**config.mk**
```make
export PLATFORM = sky130hd
export DESIGN_NAME = text_pixel_streamer_flat
export DESIGN_NICKNAME = d
export VERILOG_FILES = /design/src/rtl/text_pixel_streamer_if.sv /design/src/rtl/text_pixel_streamer.sv /design/src/flat_wrapper.sv
export SDC_FILE = /design/constraint.sdc
export NUM_CORES = 1
export LEC_CHECK = 0
export CAP_MARGIN = 5
export CORE_MARGIN = 1.5
export CORE_UTILIZATION = 48
export DETAILED_ROUTE_END_ITERATION = 7
export GPL_ROUTABILITY_DRIVEN = 0
export PLACE_DENSITY = 0.77
export SLEW_MARGIN = 10
export SYNTH_ARGS = -nofsm -noshare
export SYNTH_HDL_FRONTEND = slang
export SYNTH_SLANG_ARGS = --single-unit
export TNS_END_PERCENT = 100
```
**constraint.sdc**
```tcl
create_clock -name clk -period 2.5 [get_ports clk]
set_clock_uncertainty 0.1 [all_clocks]
set_input_delay 0.5 -clock clk [delete_from_list [all_inputs] [get_ports clk]]
set_output_delay 0.5 -clock clk [all_outputs]
set_load 0.02 [all_outputs]
```
**src/rtl/text_pixel_streamer_if.sv**
```systemverilog
// text_pixel_streamer_if: font ROM lookup port and RGB pixel stream between the streamer and the OLED framer.
interface text_pixel_streamer_if #(
   parameter int COLOR_W = 16
);
   logic               font_req;
   logic [7:0]         font_char;
   logic [2:0]         font_row;
   logic [7:0]         font_bits;
   logic               pix_valid;
   logic               pix_ready;
   logic [COLOR_W-1:0] pix_data;
   logic               pix_last;
   modport master (
      output font_req, font_char, font_row, pix_valid, pix_data, pix_last,
      input  font_bits, pix_ready
   );
   modport slave (
      input  font_req, font_char, font_row, pix_valid, pix_data, pix_last,
      output font_bits, pix_ready
   );
endinterface

```
**src/rtl/text_pixel_streamer.sv**
```systemverilog
// text_pixel_streamer: renders a latched NUM_CHARS-character string through an 8x8 font ROM
// into a row-major RGB565 pixel stream with valid/ready flow control.
module text_pixel_streamer #(
   parameter int NUM_CHARS = 3,
   parameter int COLOR_W   = 16,
   parameter int FONT_LAT  = 1
) (
   input  logic                   clk,
   input  logic                   rst,
   input  logic                   start,
   input  logic [8*NUM_CHARS-1:0] str_ascii,
   input  logic [COLOR_W-1:0]     fg_color,
   input  logic [COLOR_W-1:0]     bg_color,
   text_pixel_streamer_if.master  bus,
   output logic                   busy,
   output logic                   done
);
   localparam int CW = NUM_CHARS > 1 ? $clog2(NUM_CHARS) : 1;
   localparam logic [CW-1:0] C_LAST   = CW'(NUM_CHARS - 1);
   localparam logic [1:0]    LAT_LAST = 2'(FONT_LAT - 1);
   localparam logic [2:0] S_IDLE  = 3'd0;
   localparam logic [2:0] S_FETCH = 3'd1;
   localparam logic [2:0] S_WAIT  = 3'd2;
   localparam logic [2:0] S_SHIFT = 3'd3;
   localparam logic [2:0] S_DONE  = 3'd4;
   logic [2:0]             state_q, state_d;
   logic [8*NUM_CHARS-1:0] str_q, str_d;
   logic [COLOR_W-1:0]     fg_q, fg_d, bg_q, bg_d;
   logic [2:0]             col_q, col_d, r_q, r_d;
   logic [CW-1:0]          c_q, c_d;
   logic [1:0]             wait_q, wait_d;
   logic [7:0]             glyph_q, glyph_d;
   logic                   fetch, shift, accept, last_px;
   assign fetch   = state_q == S_FETCH;
   assign shift   = state_q == S_SHIFT;
   assign accept  = shift && bus.pix_ready;
   assign last_px = shift && r_q == 3'd7 && c_q == C_LAST && col_q == 3'd7;
   // Outputs decode from state so an abort by rst zeroes them on the very next cycle.
   assign bus.font_req  = fetch;
   assign bus.font_char = fetch ? str_q[8*c_q +: 8] : 8'd0;
   assign bus.font_row  = fetch ? r_q : 3'd0;
   assign bus.pix_valid = shift;
   assign bus.pix_data  = !shift ? '0 : glyph_q[col_q] ? fg_q : bg_q;
   assign bus.pix_last  = last_px;
   assign busy = state_q != S_IDLE;
   assign done = state_q == S_DONE;
   always_comb begin
      state_d = state_q;
      str_d   = str_q;
      fg_d    = fg_q;
      bg_d    = bg_q;
      col_d   = col_q;
      c_d     = c_q;
      r_d     = r_q;
      wait_d  = wait_q;
      glyph_d = glyph_q;
      case (state_q)
         S_IDLE: if (start) begin
            str_d   = str_ascii;
            fg_d    = fg_color;
            bg_d    = bg_color;
            col_d   = 3'd0;
            c_d     = '0;
            r_d     = 3'd0;
            state_d = S_FETCH;
         end
         S_FETCH: begin
            wait_d  = 2'd0;
            state_d = S_WAIT;
         end
         S_WAIT: begin
            wait_d  = wait_q + 2'd1;
            glyph_d = wait_q == LAT_LAST ? bus.font_bits : glyph_q;
            state_d = wait_q == LAT_LAST ? S_SHIFT : S_WAIT;
         end
         S_SHIFT: if (accept) begin
            col_d = col_q + 3'd1;
            if (col_q == 3'd7) begin
               c_d     = c_q == C_LAST ? '0 : c_q + 1'b1;
               r_d     = c_q == C_LAST ? r_q + 3'd1 : r_q;
               state_d = last_px ? S_DONE : S_FETCH;
            end
         end
         default: state_d = S_IDLE;
      endcase
   end
   always_ff @(posedge clk) begin
      if (rst) begin
         state_q <= S_IDLE;
         str_q   <= '0;
         fg_q    <= '0;
         bg_q    <= '0;
         col_q   <= 3'd0;
         c_q     <= '0;
         r_q     <= 3'd0;
         wait_q  <= 2'd0;
         glyph_q <= 8'd0;
      end else begin
         state_q <= state_d;
         str_q   <= str_d;
         fg_q    <= fg_d;
         bg_q    <= bg_d;
         col_q   <= col_d;
         c_q     <= c_d;
         r_q     <= r_d;
         wait_q  <= wait_d;
         glyph_q <= glyph_d;
      end
   end
endmodule

```
**src/flat_wrapper.sv**
```systemverilog
// flat-port wrapper written by rule: the top's interface ports become plain ports
module text_pixel_streamer_flat 
#(
   parameter int NUM_CHARS = 3,
   parameter int COLOR_W   = 16,
   parameter int FONT_LAT  = 1
)
  (clk, rst, start, str_ascii, fg_color, bg_color, busy, done, bus_font_req, bus_font_char, bus_font_row, bus_pix_valid, bus_pix_data, bus_pix_last, bus_font_bits, bus_pix_ready);
  text_pixel_streamer_if #(.COLOR_W(COLOR_W)) bus_i ();
  input  logic clk;
  input  logic rst;
  input  logic start;
  input  logic [8*NUM_CHARS-1:0] str_ascii;
  input  logic [COLOR_W-1:0] fg_color;
  input  logic [COLOR_W-1:0] bg_color;
  output logic busy;
  output logic done;
  output wire logic [$bits(bus_i.font_req)-1:0] bus_font_req;
  output wire logic [$bits(bus_i.font_char)-1:0] bus_font_char;
  output wire logic [$bits(bus_i.font_row)-1:0] bus_font_row;
  output wire logic [$bits(bus_i.pix_valid)-1:0] bus_pix_valid;
  output wire logic [$bits(bus_i.pix_data)-1:0] bus_pix_data;
  output wire logic [$bits(bus_i.pix_last)-1:0] bus_pix_last;
  input wire logic [$bits(bus_i.font_bits)-1:0] bus_font_bits;
  input wire logic [$bits(bus_i.pix_ready)-1:0] bus_pix_ready;
  assign bus_font_req = bus_i.font_req;
  assign bus_font_char = bus_i.font_char;
  assign bus_font_row = bus_i.font_row;
  assign bus_pix_valid = bus_i.pix_valid;
  assign bus_pix_data = bus_i.pix_data;
  assign bus_pix_last = bus_i.pix_last;
  assign bus_i.font_bits = bus_font_bits;
  assign bus_i.pix_ready = bus_pix_ready;
  text_pixel_streamer #(.NUM_CHARS(NUM_CHARS), .COLOR_W(COLOR_W), .FONT_LAT(FONT_LAT)) u_core (.clk(clk), .rst(rst), .start(start), .str_ascii(str_ascii), .fg_color(fg_color), .bg_color(bg_color), .bus(bus_i), .busy(busy), .done(done));
endmodule
```
==> results of run 1 <==
[metrics by stage]
stage          total power, mW  cell area [um^2]  hold WS, ns  worst slack (ns)  TNS (ns)
5_1_grt                   3.18              5040        0.374            -0.215     -2.57
3_3_place_gp              1.97              4640        0.342            -0.184     -2.79
6_report                  3.04              5040        0.355            -0.153     -1.54
2_1_floorplan             1.73              3490        0.336             0.234         0
4_1_cts                   3.02              4910        0.358            -0.180     -2.24
3_5_place_dp              1.99              4640        0.348            -0.251     -3.66
[how the worst max path moves through the flow]
stage                                from                to  slack (ns)  cells past startpoint
after CTS                 u_core.col_q[0]  bus_pix_data[14]       -0.18                      6
after global routing      u_core.col_q[0]  bus_pix_data[12]       -0.22                      7
after global placement    u_core.col_q[0]   bus_pix_data[3]       -0.18                      6
after detailed placement  u_core.col_q[0]   bus_pix_data[3]       -0.25                      6
final                     u_core.col_q[0]  bus_pix_data[12]       -0.15                      7
after floorplan           u_core.col_q[0]  bus_pix_data[10]        0.23                      5
[logic make-up after synthesis]
kind of cell / share of synthesized area
muxes: 0.0879
buffers and inverters: 0.0517
AOI/OAI and AO/OA: 0.143
adders and majority gates: 0.0179
DFF: 0.442
and+or+nand+nor: 0.257
[layout make-up]
| class | instances | area (um^2) | area share |
|---|---|---|---|
| repair buffers | 122 | 1260 | 0.251 |
| multi-input cells | 332 | 1870 | 0.370 |
| clock inverters | 5 | 83.8 | 0.0166 |
| clock buffers | 11 | 141 | 0.0280 |
| inverters | 6 | 22.5 | 0.00447 |
| flip-flops and latches | 77 | 1540 | 0.306 |
| well taps | 96 | 120 | 0.0238 |
[power groups by stage]
stage	Sequential [mW]	Combinational, mW	Clock [mW]
detailed placement	1.40	0.585	0
global route	1.39	0.685	1.10
finish	1.38	0.627	1.03
CTS	1.37	0.600	1.05
floorplan	1.39	0.344	0
global placement	1.40	0.570	0
[worst max-delay path, delay by kind of cell (launching register included)]
family | cells | cell delay [ns]
and+or+nand+nor | 1 | 0.09
buffers and inverters | 3 | 0.44
DFF | 1 | 0.37
muxes | 2 | 0.71
AOI/OAI and AO/OA | 1 | 0.10
[state kept, by name (all words and copies together), names as in the netlist]
register / flops
u_core.state_q: 3
u_core.fg_q: 16
u_core.bg_q: 16
u_core.glyph_q: 8
u_core.wait_q: 2
u_core.r_q: 3
u_core.col_q: 3
u_core.c_q: 2
u_core.str_q: 24
[Yosys cell counts]
cell type / instances
sky130_fd_sc_hd__a2111oi_0: 1
sky130_fd_sc_hd__a211oi_1: 1
sky130_fd_sc_hd__a21oi_1: 58
sky130_fd_sc_hd__a21oi_2: 2
sky130_fd_sc_hd__a22o_1: 2
sky130_fd_sc_hd__and2_1: 14
sky130_fd_sc_hd__buf_1: 2
sky130_fd_sc_hd__buf_2: 11
sky130_fd_sc_hd__buf_6: 2
sky130_fd_sc_hd__clkbuf_1: 18
sky130_fd_sc_hd__clkbuf_2: 1
sky130_fd_sc_hd__dfxtp_1: 77
sky130_fd_sc_hd__ha_1: 5
sky130_fd_sc_hd__inv_1: 6
sky130_fd_sc_hd__mux2_2: 1
sky130_fd_sc_hd__mux2i_1: 22
sky130_fd_sc_hd__mux2i_4: 1
sky130_fd_sc_hd__mux4_1: 2
sky130_fd_sc_hd__nand2_1: 141
sky130_fd_sc_hd__nand2b_1: 2
sky130_fd_sc_hd__nand3_1: 18
sky130_fd_sc_hd__nand3b_1: 2
sky130_fd_sc_hd__nand4_1: 1
sky130_fd_sc_hd__nor2_1: 19
sky130_fd_sc_hd__nor2b_1: 1
sky130_fd_sc_hd__nor3_1: 3
sky130_fd_sc_hd__nor3_4: 1
sky130_fd_sc_hd__nor3b_1: 3
sky130_fd_sc_hd__nor4_1: 1
sky130_fd_sc_hd__nor4b_1: 1
sky130_fd_sc_hd__o21a_1: 1
sky130_fd_sc_hd__o21ai_0: 18
sky130_fd_sc_hd__o21ai_1: 2
sky130_fd_sc_hd__o22ai_1: 8
sky130_fd_sc_hd__or3b_2: 1
[repair_timing]
action	4_1_cts	5_1_grt
setup endpoints to repair	28	18
resized for setup	96	70
buffers inserted	1	1
gates cloned	1	2
pin swaps	1	6
[metal layers]
metal | GRT usage | wire length [um] | vias up
met3 | 0.0466 | 523 | 10
met2 | 0.391 | 4600 | 107
met4 | 0.0852 | 106 | 0
li1 | - | - | 1697
met5 | 0 | 0 | -
met1 | 0.299 | 3980 | 1585
==> run summary, run 1 <==
The run finished, with violations left. The final reports fail on negative setup slack. The iteration count of the initial detailed-routing pass came out at 4. The number of vias per cell after detailed routing is 5.24.

The initial antenna violation count came out at 0. Headroom to the max-slew limit came out at 0.564. The number of filler cells placed in the layout is 553.

The count of final hold-check violations was 0. The slowest cell on the critical path is sky130_fd_sc_hd__mux4_2. In the layout the commonest cells are 140 x sky130_fd_sc_hd__nand2_1, 76 x sky130_fd_sc_hd__dfxtp_1, 69 x sky130_fd_sc_hd__clkdlybuf4s50_1. The share of total power dissipated in the clock network is 0.340.

The die boundary height is approximately 88 um. The region available for standard cell placement spans 6910 um^2. The pin count of the biggest net entering global routing came out at 57. The warning count from the yosys run is 0. Setup violations remaining at the end of the flow were counted as 16. The cell-internal power came out at 2.22 mW. The required time of the critical path came out at 1.90 ns. The register-to-register setup slack came out at 0.60 ns. The post-detailed-routing wire length is 9.21 mm. The count of unique library cells instantiated by Yosys came out at 35.

The count of maximum capacitance violations is 0. Walking the worst path, the cells encountered are mux4_2, mux2i_4, buf_12, buf_8, nand3_1, o21ai_1, buf_4. The number of placement rows is 30.

The total placed cells including tap cells is 629. The routed wire length per instance came out at approximately 14 um. The final net count came out at 621. The library cell with the largest summed area after synthesis is sky130_fd_sc_hd__dfxtp_1. The class of the worst hold path is reg -> reg. The number of diodes added for antenna fixing is 0. In this run, CTS created clock tree buffers numbering 9. TritonCTS built the clock tree.

The violation count after the first detailed-routing iteration is 186. Of the total power, registers draw 0.454. Setup repair after global routing could not meet its margin everywhere. The fraction of synthesized cell area taken by the top area cell type is 0.442. Clock tree synthesis found a total of 77 sinks. The worst register-to-register path begins at u_core.state_q[0]. The effective utilization at floorplan came out at 0.505. Power spread over the standard cell area amounts to 602 nW/um^2.

The cell area that synthesis handed to floorplanning was 3490 um^2. By area the synthesized netlist is led by sky130_fd_sc_hd__dfxtp_1 44%, sky130_fd_sc_hd__nand2_1 15%, sky130_fd_sc_hd__a21oi_1 8.3%. The clock insertion delay at the later pin of the skew report is 0.33 ns. The leakage power of the design is ~1.9 nW. The layout overhead on the synthesized area came out at 44.7%.

The kind of end point of the critical path is an output port. Setup slack on the critical path of the routed design comes to -0.153 ns. The net count of the mapped netlist is 522. The maximum fanout along the worst path is 8. The total count of max-transition violations in the final report is 0. The deepest level of the CTS H-tree is 3.

Across every metal layer, demand over resource in global routing totals 0.233. Input and output buffers added on the ports amount to between 90 and 100. The final critical path time including I/O delays and setup is 2.65 ns. The peak supply drop is around 0.00044 V.

The remaining design rule violation count came out at 0. The library cell used most frequently in the layout, excluding fill and tap cells, is sky130_fd_sc_hd__nand2_1. The signal arrival time at the worst endpoint came out at 2.05 ns. The delay of the slowest cell on the worst path came out at approximately 0.53 ns.

The post-synthesis area per instance came out at 7.76 um^2. Once detail routing completed, the nets flagged for antenna violations numbered 0. The number of cell instances on the worst register-to-register path came out at 6.

The endpoint of the worst-slack reg-to-reg timing path is u_core.bg_q[8]. The number of cells traversed by the worst hold path is 2. The deepest clock path buffer count is 2.

The share of the core filled with cells is 0.730. Clock-pin slew was measured on the worst setup and hold paths at 0.08 ns. The post-detailed-placement half-perimeter wirelength came out at 6.08 mm. The proportion of power drawn by combinational gates came out at 0.206. The flip-flop and latch count after synthesis is 77.

The count of pins on the block boundary is 100. The number of standard cells in the layout, taps in and fillers out is 649. After global routing the overflow that remains totals 0. The net switching fraction of the power came out at 0.270.

The analysis attributes to net switching a power of 0.819 mW. The die area is 7780 um^2. The die outline width came out at roughly 90 um.

The ratio of cells with drive above 1 in the final layout came out at 0.165. The startpoint type of the worst setup path is a flop. The portion of the clock cycle consumed by the worst path in the final layout came out at 1.06. The number of hold buffers added after cts is 0.

The timing-limited maximum frequency came out at approximately 380 MHz. For this run, the register share of the synthesized area comes to 0.442. The routed layout has 3,399 vias. The instance count of the mapped netlist is 449. The pin slew with the least headroom to its limit is 0.648 ns. The startpoint identified for the worst hold timing path is u_core.str_q[22]. The root cell of the clock tree is sky130_fd_sc_hd__clkbuf_8.

The first-pass GRT wire length is 14.1 mm. The critical path is of the reg -> out type. The worst hold path terminates at u_core.str_q[22].

The number of global-route vias before repair came out at 3,151.
Power figures use the tool's default switching activity.
==> run 2, diff against run 1 <==
Settings changed: CTS_CLUSTER_DIAMETER set to 60.
==> results of run 2 <==
Final layout, timing and power as in run 1 (identical DEF).
==> run 3, diff against run 2 <==
Settings changed: CORE_UTILIZATION 48 to 49, CTS_BUF_LIST set to sky130_fd_sc_hd__clkbuf_8, HOLD_SLACK_MARGIN set to 0.02, PLACE_DENSITY 0.77 to 0.78.
==> run 3 against run 2 <==
The flow still finishes with violations (negative setup slack). Sequential share of layout area up 1.4 points. Register-to-register slack improved by 0.05 ns. Global-route usage grew 0.29 points. Utilization is 2.4 points lower. Critical path type unchanged. Critical endpoint is now bus_pix_data[5].
==> run summary, run 3 (synthesis gave the netlist of run 1 again) <==
The standard cell core area is 6830 um^2 (-1.1%). The count of maximum capacitance violations came to 0 (unchanged). The worst slew slack as a fraction of its limit came to 0.556 (-0.00770).

The routed wire length per instance is 13.9 um (-2.2%). The worst path setup slack after routing is -0.147 ns (+0.00548 ns). The final antenna-violating net count is 0 (unchanged). The peak supply drop came out at 0.000333 V (-24%). The portion of the clock cycle consumed by the worst path in the final layout came out at 1.06 (-0.00219). The die area is 7630 um^2 (-2.0%).

The total congestion overflow after global routing is 0 (unchanged). The count of pins on the block boundary is 100 (unchanged). The root cell of the clock tree is sky130_fd_sc_hd__clkbuf_8. The setup-violating endpoint count in the final report came out at 16 (unchanged). The total track usage is 0.236 (+0.00292). The worst setup timing slack at the placement stage is -0.269 ns (-0.0181 ns).

The run finished, with violations left. The timing-limited maximum frequency came out at 378 MHz (+0.21%). The post-detailed-placement half-perimeter wirelength is 5.92 mm (-2.6%).

The final net count is 622 (+0.16%). The type of the worst setup path is reg -> out. The count of final hold-check violations came out at 0 (unchanged). The number of vias per cell after detailed routing is 5.21 (-0.47%). The first-pass GRT wire length is 14.2 mm (+0.53%). The required time of the critical path is 1.90 ns (about the same). The final reports fail on negative setup slack. The class of the worst hold path is reg -> reg. The number of diodes added for antenna fixing came out at 0 (unchanged). The iteration count of the initial detailed-routing pass is 4 (unchanged). The effective utilization at floorplan is 0.510 (+0.00555). The total count of max-transition violations in the final report is 0 (unchanged). The number of vias after detailed routing is 3,383 (-0.47%). The number of clock buffers inserted by TritonCTS is 9 (unchanged). The number of global-route vias before repair came out at 3,107 (-1.4%). The final critical path time including I/O delays and setup came out at 2.65 ns (-0.00548 ns). The deepest clock path buffer count is 2 (unchanged). The die boundary height was 87.3 um (-0.99%). The remaining design rule violation count came to 0 (unchanged).

The pin count of the biggest net entering global routing came out at 57 (unchanged). The clock-pin slew reported for the worst setup and hold paths after clock tree synthesis came out at 0.07 ns (about the same). The post-detailed-routing wire length is 9.00 mm (-2.2%).

Counting flops per register, the top entry is u_core.str_q. The clock insertion delay at the later pin of the skew report came out at 0.34 ns (about the same). The signal arrival time at the worst endpoint was 2.05 ns (about the same). The overall power after layout is 2.85 mW (-6.2%). The die outline width is 87.3 um (-0.99%). The number of placement rows is 30 (unchanged). The number of sinks driven by the clock tree was 77 (unchanged). The number of input and output port buffers inserted is 99 (unchanged). The sum of negative setup slack was -1.63 ns (-0.0824 ns). The ratio of cells with drive above 1 in the final layout is 0.130 (-0.0344). The share of the core filled with cells was 0.707 (-0.0237).

The initial antenna violation count was 0 (unchanged). Setup repair after global routing could not meet its margin everywhere. The kind of end point of the critical path is an output port. The violation count after the first detailed-routing iteration is 142 (-24%).

The maximum fanout along the worst path came out at 7 (-1). The worst setup path is launched from a flop. The TritonCTS clock tree is built. The largest registers in the layout are u_core.str_q (24), u_core.bg_q (16), u_core.fg_q (16). The cell area power density is 590 nW/um^2 (-2.0%). The flip-flop count of the largest register after layout is 24 (unchanged). In the layout the commonest cells are 140 x sky130_fd_sc_hd__nand2_1, 76 x sky130_fd_sc_hd__dfxtp_1, 69 x sky130_fd_sc_hd__clkdlybuf4s50_1. The layout overhead on the synthesized area came out at 38.5%. The leakage power of the design is 1.86 nW (-2.5%).

The deepest level of the CTS H-tree came out at 3 (unchanged). The pin slew with the least headroom to its limit is 0.666 ns (+0.0175 ns). The most frequent standard cell in the layout excluding fill and tap cells is sky130_fd_sc_hd__nand2_1.
## run 3: cell types whose count changed in the layout (fill, tap and decap cells not counted), sizes merged
cell,previous run,this run
bufinv,2,1
clkinv,1,5
clkbuf,14,11
buf,38,40
clkinvlp,2,0
## run 3: layout make-up
class                      instances  area (um^2)
fill                             595         2000
clock inverter                     6         55.1
multi-input combinational        332         1780
tap                               96          120
inverter                           6         22.5
sequential                        77         1550
clock buffer                       9          124
timing repair buffer             123         1180
## run 3: report_power, final
group,leakage (nW),internal (mW),switching (mW)
registers,0.630,1.32,0.0523
logic,1.13,0.288,0.309
clock network,0.0984,0.447,0.429
## run 3: final timing paths
path	startpoint	to	slack, ns	depth (start not counted)
setup reg to reg	u_core.col_q[0]	u_core.r_q[0]	0.65	7
setup / recovery	u_core.col_q[0]	bus_pix_data[5]	-0.15	7
hold / removal	u_core.str_q[2]	u_core.str_q[2]	0.35	2
hold reg to reg	u_core.str_q[2]	u_core.str_q[2]	0.35	2
## run 3: what timing repair did
item / CTS / global route
endpoints found under the setup margin: 28 / 19
pin swaps: 0 / 0
resized for setup: 112 / 19
buffers inserted: 6 / 2
hold buffers: 0 / 0
cloned: 1 / 1
## run 3: metrics by stage
stage / instance area [um^2] / instances / hold slack (ns)
6_report: 4830 / 649 / 0.354
5_1_grt: 4830 / 649 / 0.376
4_1_cts: 4780 / 647 / 0.357
3_5_place_dp: 4600 / 625 / 0.346
3_3_place_gp: 4600 / 625 / 0.341
2_1_floorplan: 3490 / 449 / 0.336
## run 3: critical path: stages, from the launching register on
cell                      delay (ns)
sky130_fd_sc_hd__dfxtp_4        0.36
sky130_fd_sc_hd__mux4_2         0.52
sky130_fd_sc_hd__mux2i_4        0.22
sky130_fd_sc_hd__buf_4          0.16
sky130_fd_sc_hd__buf_8          0.11
sky130_fd_sc_hd__nand3_1        0.11
sky130_fd_sc_hd__o21ai_2        0.10
sky130_fd_sc_hd__buf_6          0.14
## run 3: metal layers
layer | GRT usage | routed length [um]
met4 | 0.0938 | 163
met1 | 0.323 | 4060
met5 | 0 | 0
met2 | 0.372 | 4290
met3 | 0.0370 | 496
